`src/rtl/mul32_seq_pkg.sv`:
```
// Shared constants and FSM encoding for the sequential 32x32 multiplier
// and its carry-lookahead adder.
package mul32_seq_pkg;

  localparam int MUL_XLEN = 32;
  localparam int CNT_W    = 5;
  localparam logic [CNT_W-1:0] CNT_LAST = 5'd31;

  // 2'd3 is unused and falls back to IDLE in the FSM
  typedef enum logic [1:0] {
    S_IDLE = 2'd0,
    S_RUN  = 2'd1,
    S_DONE = 2'd2
  } state_t;

endpackage

```
`src/rtl/cla32_ov.sv`:
```
// 32-bit carry-lookahead adder built from 4-bit lookahead groups; also
// exposes the carry into the MSB so callers can derive signed overflow.
module cla32_ov
  import mul32_seq_pkg::*;
(
  input  logic [MUL_XLEN-1:0] a,
  input  logic [MUL_XLEN-1:0] b,
  input  logic                ci,
  output logic [MUL_XLEN-1:0] sum,
  output logic                co,
  output logic                co_prev
);

  logic [MUL_XLEN-1:0] g;
  logic [MUL_XLEN-1:0] p;
  logic [MUL_XLEN:0]   c;

  // Carries computed in a function so the group chain is not seen as a comb loop
  function automatic logic [MUL_XLEN:0] carries(input logic [MUL_XLEN-1:0] gv,
                                                input logic [MUL_XLEN-1:0] pv,
                                                input logic                cin);
    logic [MUL_XLEN:0] cv;
    cv    = '0;
    cv[0] = cin;
    for (int grp = 0; grp < MUL_XLEN / 4; grp++) begin
      cv[4*grp+1] = gv[4*grp] | (pv[4*grp] & cv[4*grp]);
      cv[4*grp+2] = gv[4*grp+1] | (pv[4*grp+1] & gv[4*grp])
                  | (pv[4*grp+1] & pv[4*grp] & cv[4*grp]);
      cv[4*grp+3] = gv[4*grp+2] | (pv[4*grp+2] & gv[4*grp+1])
                  | (pv[4*grp+2] & pv[4*grp+1] & gv[4*grp])
                  | (pv[4*grp+2] & pv[4*grp+1] & pv[4*grp] & cv[4*grp]);
      cv[4*grp+4] = gv[4*grp+3] | (pv[4*grp+3] & gv[4*grp+2])
                  | (pv[4*grp+3] & pv[4*grp+2] & gv[4*grp+1])
                  | (pv[4*grp+3] & pv[4*grp+2] & pv[4*grp+1] & gv[4*grp])
                  | (pv[4*grp+3] & pv[4*grp+2] & pv[4*grp+1] & pv[4*grp] & cv[4*grp]);
    end
    return cv;
  endfunction

  assign g       = a & b;
  assign p       = a ^ b;
  assign c       = carries(g, p, ci);
  assign sum     = p ^ c[MUL_XLEN-1:0];
  assign co      = c[MUL_XLEN];
  assign co_prev = c[MUL_XLEN-1];

endmodule

```
`src/rtl/mul32_seq.sv`:
```
// Sequential shift-and-add 32x32 unsigned multiplier: 32 RUN cycles, one
// DONE cycle, full 64-bit product with an upper-half-nonzero flag.
module mul32_seq
  import mul32_seq_pkg::*;
#(
  parameter int XLEN = MUL_XLEN
) (
  input  logic              clk,
  input  logic              reset_n,
  input  logic              start,
  input  logic [XLEN-1:0]   a,
  input  logic [XLEN-1:0]   b,
  output logic              busy,
  output logic              done,
  output logic [2*XLEN-1:0] product,
  output logic              ov
);

  state_t          state;
  logic [CNT_W-1:0] cnt;
  logic [XLEN-1:0] mcand;
  logic [XLEN-1:0] mplr;
  logic [XLEN-1:0] acc;
  logic [XLEN-1:0] addend;
  logic [XLEN-1:0] sum;
  logic [XLEN-1:0] acc_next;
  logic [XLEN-1:0] mplr_next;
  logic            co;
  logic            co_prev_unused;

  assign addend = mplr[0] ? mcand : '0;

  cla32_ov u_add (
    .a       (acc),
    .b       (addend),
    .ci      (1'b0),
    .sum     (sum),
    .co      (co),
    .co_prev (co_prev_unused)
  );

  // Adder carry becomes the new accumulator MSB; the bit shifted out of the
  // sum enters the top of the multiplier register, which fills with low product bits.
  assign acc_next  = {co, sum[XLEN-1:1]};
  assign mplr_next = {sum[0], mplr[XLEN-1:1]};

  always_ff @(posedge clk or negedge reset_n) begin
    if (!reset_n) begin
      state   <= S_IDLE;
      cnt     <= '0;
      mcand   <= '0;
      mplr    <= '0;
      acc     <= '0;
      product <= '0;
      ov      <= 1'b0;
      done    <= 1'b0;
      busy    <= 1'b0;
    end else begin
      case (state)
        S_IDLE: begin
          if (start) begin
            mcand <= a;
            mplr  <= b;
            acc   <= '0;
            cnt   <= '0;
            state <= S_RUN;
            busy  <= 1'b1;
          end
        end
        S_RUN: begin
          acc  <= acc_next;
          mplr <= mplr_next;
          cnt  <= cnt + 1'b1;
          if (cnt == CNT_LAST) begin
            state   <= S_DONE;
            done    <= 1'b1;
            product <= {acc_next, mplr_next};
            ov      <= |acc_next;
          end
        end
        S_DONE: begin
          state <= S_IDLE;
          done  <= 1'b0;
          busy  <= 1'b0;
        end
        default: begin
          state <= S_IDLE;
          done  <= 1'b0;
          busy  <= 1'b0;
        end
      endcase
    end
  end

endmodule

```
`config.mk`:
```
export PLATFORM = sky130hd
export DESIGN_NAME = mul32_seq
export DESIGN_NICKNAME = d
export VERILOG_FILES = /design/src/rtl/mul32_seq_pkg.sv /design/src/rtl/cla32_ov.sv /design/src/rtl/mul32_seq.sv
export SDC_FILE = /design/constraint.sdc
export NUM_CORES = 1
export LEC_CHECK = 0
export ABC_AREA = 1
export CELL_PAD_IN_SITES_DETAIL_PLACEMENT = 0
export CELL_PAD_IN_SITES_GLOBAL_PLACEMENT = 2
export CORE_MARGIN = 5
export CORE_UTILIZATION = 29
export CTS_CLUSTER_SIZE = 12
export DETAILED_ROUTE_END_ITERATION = 16
export PLACE_DENSITY_LB_ADDON = 0.1
export SKIP_CTS_REPAIR_TIMING = 1
export SLEW_MARGIN = 20
export SYNTH_ARGS = -nofsm -noshare
export SYNTH_HDL_FRONTEND = slang
export SYNTH_SLANG_ARGS = --single-unit
```
`constraint.sdc`:
```
create_clock -name clk -period 3.8 [get_ports clk]
set_clock_uncertainty 0.15 [all_clocks]
set_input_delay 0.76 -clock clk [delete_from_list [all_inputs] [get_ports clk]]
set_output_delay 0.76 -clock clk [all_outputs]
set_load 0.02 [all_outputs]
```
==> results.sh <==
export IMPL_dp_cells=1487
export IMPL_syn_cell_area_sq_um=8130
export IMPL_cts_tree="done"
export IMPL_die_area_sq_um=31500
export IMPL_grt_usage_pct=15.0
export IMPL_layout_drive_gt1_share_pct=13.2
export IMPL_worstPathMaxFanout=15
export IMPL_fmax_mhz=247
export IMPL_violations="setup timing"
export IMPL_timing_max_cap_violations=0
export IMPL_h_tree_depth=4
export IMPL_ys_warnings_count=0
export IMPL_wl_mm=22.8
export IMPL_p_int_mw=5.67
export IMPL_clock_root_buffer="clkbuf_16"
export IMPL_firstDrtPassIters=4
export IMPL_layout_common_cells="nand2_1 (327), dfrtp_1 (169), clkdlybuf4s50_1 (132), inv_1 (110), o21ai_0 (95)"
export IMPL_worst_path_max_delay_cell="dfrtp_2"
export IMPL_fin_cells=1518
export IMPL_cts_buffers=17
export IMPL_status="finished, violations left"
export IMPL_synthDistinctLibCells=37
export IMPL_dpl_worst_slack_ns=-0.361
export IMPL_cts_buffer_depth=2
export IMPL_die_y_um=177
export IMPL_syn_nets=1055
export IMPL_die_w_um=177
export IMPL_drtIter0Drc=337
export IMPL_final_max_slew_violation_count=0
export IMPL_hold_path_class="primary input to async pin"
export IMPL_antenna_found_initial=0
export IMPL_fin_crit_sh_pct=107
export IMPL_power_frac_comb_pct=50.6
export IMPL_p_switching_mw=3.93
export IMPL_overflow=0
export IMPL_cts_sinks=170
export IMPL_drc=0
export IMPL_power_frac_seq_pct=31.2
export IMPL_final_hold_violation_count=0
export IMPL_powerDensity_nw_per_um2=868
export IMPL_async_reset_ff_share_pct=100
export IMPL_synthFlopType="dfrtp_1"
export IMPL_clkTransAtPathRegs_ns=0.07
export IMPL_leakage_nw=5.53
export IMPL_clkLatencyLatePin_ns=0.43
export IMPL_io_buffers=133
export IMPL_ys_seq_area_share_pct=52.3
export IMPL_worst_ep_arrival_time_ns=4.22
export IMPL_crit_required_ns=3.96
export IMPL_avgSynthCellArea_sq_um=8.59
export IMPL_cp_end_kind="register"
export IMPL_antenna_cells=0
export IMPL_setup_viol=1
export IMPL_vias=6564
export IMPL_p_sw_share_pct=41.0
export IMPL_ys_seq_elements=170
export IMPL_grt_pass1_wl_mm=37.2
export IMPL_slew_headroom_pct=45.4
export IMPL_grt_use_met2_pct=24.3
export IMPL_cp_slowest_stage_delay_ns=0.45
export IMPL_hpwl_mm=15.7
export IMPL_power_frac_clock_pct=18.2
export IMPL_io_pins=134
export IMPL_initial_core_util_pct=29.3
export IMPL_tightest_slew_ns=0.819
export IMPL_routedWlPerCell_um=15.0
export IMPL_rsz0062_at_grt="true"
export IMPL_grt_max_degree=85
export IMPL_fin_ws_ns=-0.256
export IMPL_coreArea_sq_um=27700
export IMPL_ant_nets=0
export IMPL_synth_enable_flop_cells=0
export IMPL_viasPerCell=4.32
export IMPL_layout_nets=1237
export IMPL_crit_type="register to register"
export IMPL_globalplace_congestion=0.779
export IMPL_area_growth_pct=36.0
export IMPL_use_met3_pct=2.81
export IMPL_grt_pass1_vias=6863
export IMPL_ir_drop_mv=0.327
export IMPL_mostFrequentLayoutCell="nand2_1"
export IMPL_synth_cells=946
export IMPL_busiest_layer="met2"
export IMPL_cp_start_kind="register"
export IMPL_critical_path_most_common_cell="nor2_1"
export IMPL_met1_usage_pct=20.9
export IMPL_fin_tns_setup_ns=-0.256
export IMPL_timing_hold_ws_ns=0.196
export IMPL_period_minus_slack_ns=4.06
export IMPL_rows=61
layout make-up:
cell class                      count  area, sq um
Fill cell                        2874        16600
Sequential cell                   170         4260
Multi-Input combinational cell    621         3430
Timing Repair Buffer              203         1900
Tap cell                          378          473
Clock buffer                       18          439
Inverter                          115          433
Clock inverter                     13          133
registers in the layout, indices dropped and copies added (netlist names):
signal   flops
acc         32
busy         1
cnt          5
done         1
mcand       32
mplr        32
ov           1
product     64
state        2
cell families (layout without fill, tap and decap cells):
| family | Yosys count | after routing | synth area share [%] |
|---|---|---|---|
| simple gates | 420 | 420 | 21.2 |
| flops | 170 | 170 | 52.3 |
| buf+inv | 155 | 349 | 7.17 |
| compound gates | 147 | 147 | 10.8 |
| fa+ha+maj | 42 | 42 | 7.20 |
| xor+xnor | 11 | 11 | 1.19 |
| mux | 1 | 1 | 0.123 |
metrics by stage:
stage / cell area, sq um / power, mW / utilization, %
6_report: 11100 / 9.60 / 39.9
5_1_grt: 11100 / 10.5 / 39.9
3_3_place_gp: 10400 / 7.87 / 37.6
3_5_place_dp: 10400 / 7.88 / 37.6
4_1_cts: 11000 / 9.69 / 39.6
2_1_floorplan: 8190 / 5.69 / -
path summary, 6_finish.rpt:
path / cells after the start / endpoint / start / slack, ns
min in group clk: 2 / product[33]$_DFFE_PN0P_ / product[33]$_DFFE_PN0P_ / 0.32
max in group asynchronous: 2 / product[48]$_DFFE_PN0P_ / reset_n / 2.55
min: 1 / mplr[9]$_DFFE_PN0P_ / reset_n / 0.20
min reg2reg: 2 / product[33]$_DFFE_PN0P_ / product[33]$_DFFE_PN0P_ / 0.32
max reg2reg: 30 / ov$_DFFE_PN0P_ / mplr[0]$_DFFE_PN0P_ / -0.26
max: 30 / ov$_DFFE_PN0P_ / mplr[0]$_DFFE_PN0P_ / -0.26
cells in the mapped netlist (all sizes together) (8+ instances only):
library cell	n	area (sq um)
a21oi	12	63.8
nand2	344	1360
o221ai	29	254
ha	34	425
nor2	34	130
dfrtp	170	4250
xnor2	8	70.1
clkbuf	36	135
nand3	23	115
fa	8	160
o21ai	95	475
inv	114	428
critical path, delay by kind of cell (launching register included):
family        cells  cell delay, ns
fa+ha+maj         2            0.74
xor+xnor          1            0.19
flops             1            0.45
simple gates     24            2.07
buf+inv           3            0.35
power by group through the flow:
stage | Combinational (mW) | Sequential (mW) | Clock, mW
2_1_floorplan | 2.53 | 3.16 | 0
3_3_place_gp | 4.84 | 3.03 | 0
3_5_place_dp | 4.86 | 3.02 | 0
4_1_cts | 4.87 | 3.00 | 1.81
5_1_grt | 5.51 | 3.10 | 1.88
6_report | 4.85 | 3.00 | 1.74
layer usage:
layer,share of wire (%),routed length [um]
met1,49,11200
met2,46,10600
met3,3.3,741
met4,1.0,235
met5,0,0
Note: power is estimated with default switching activity, not from simulation.
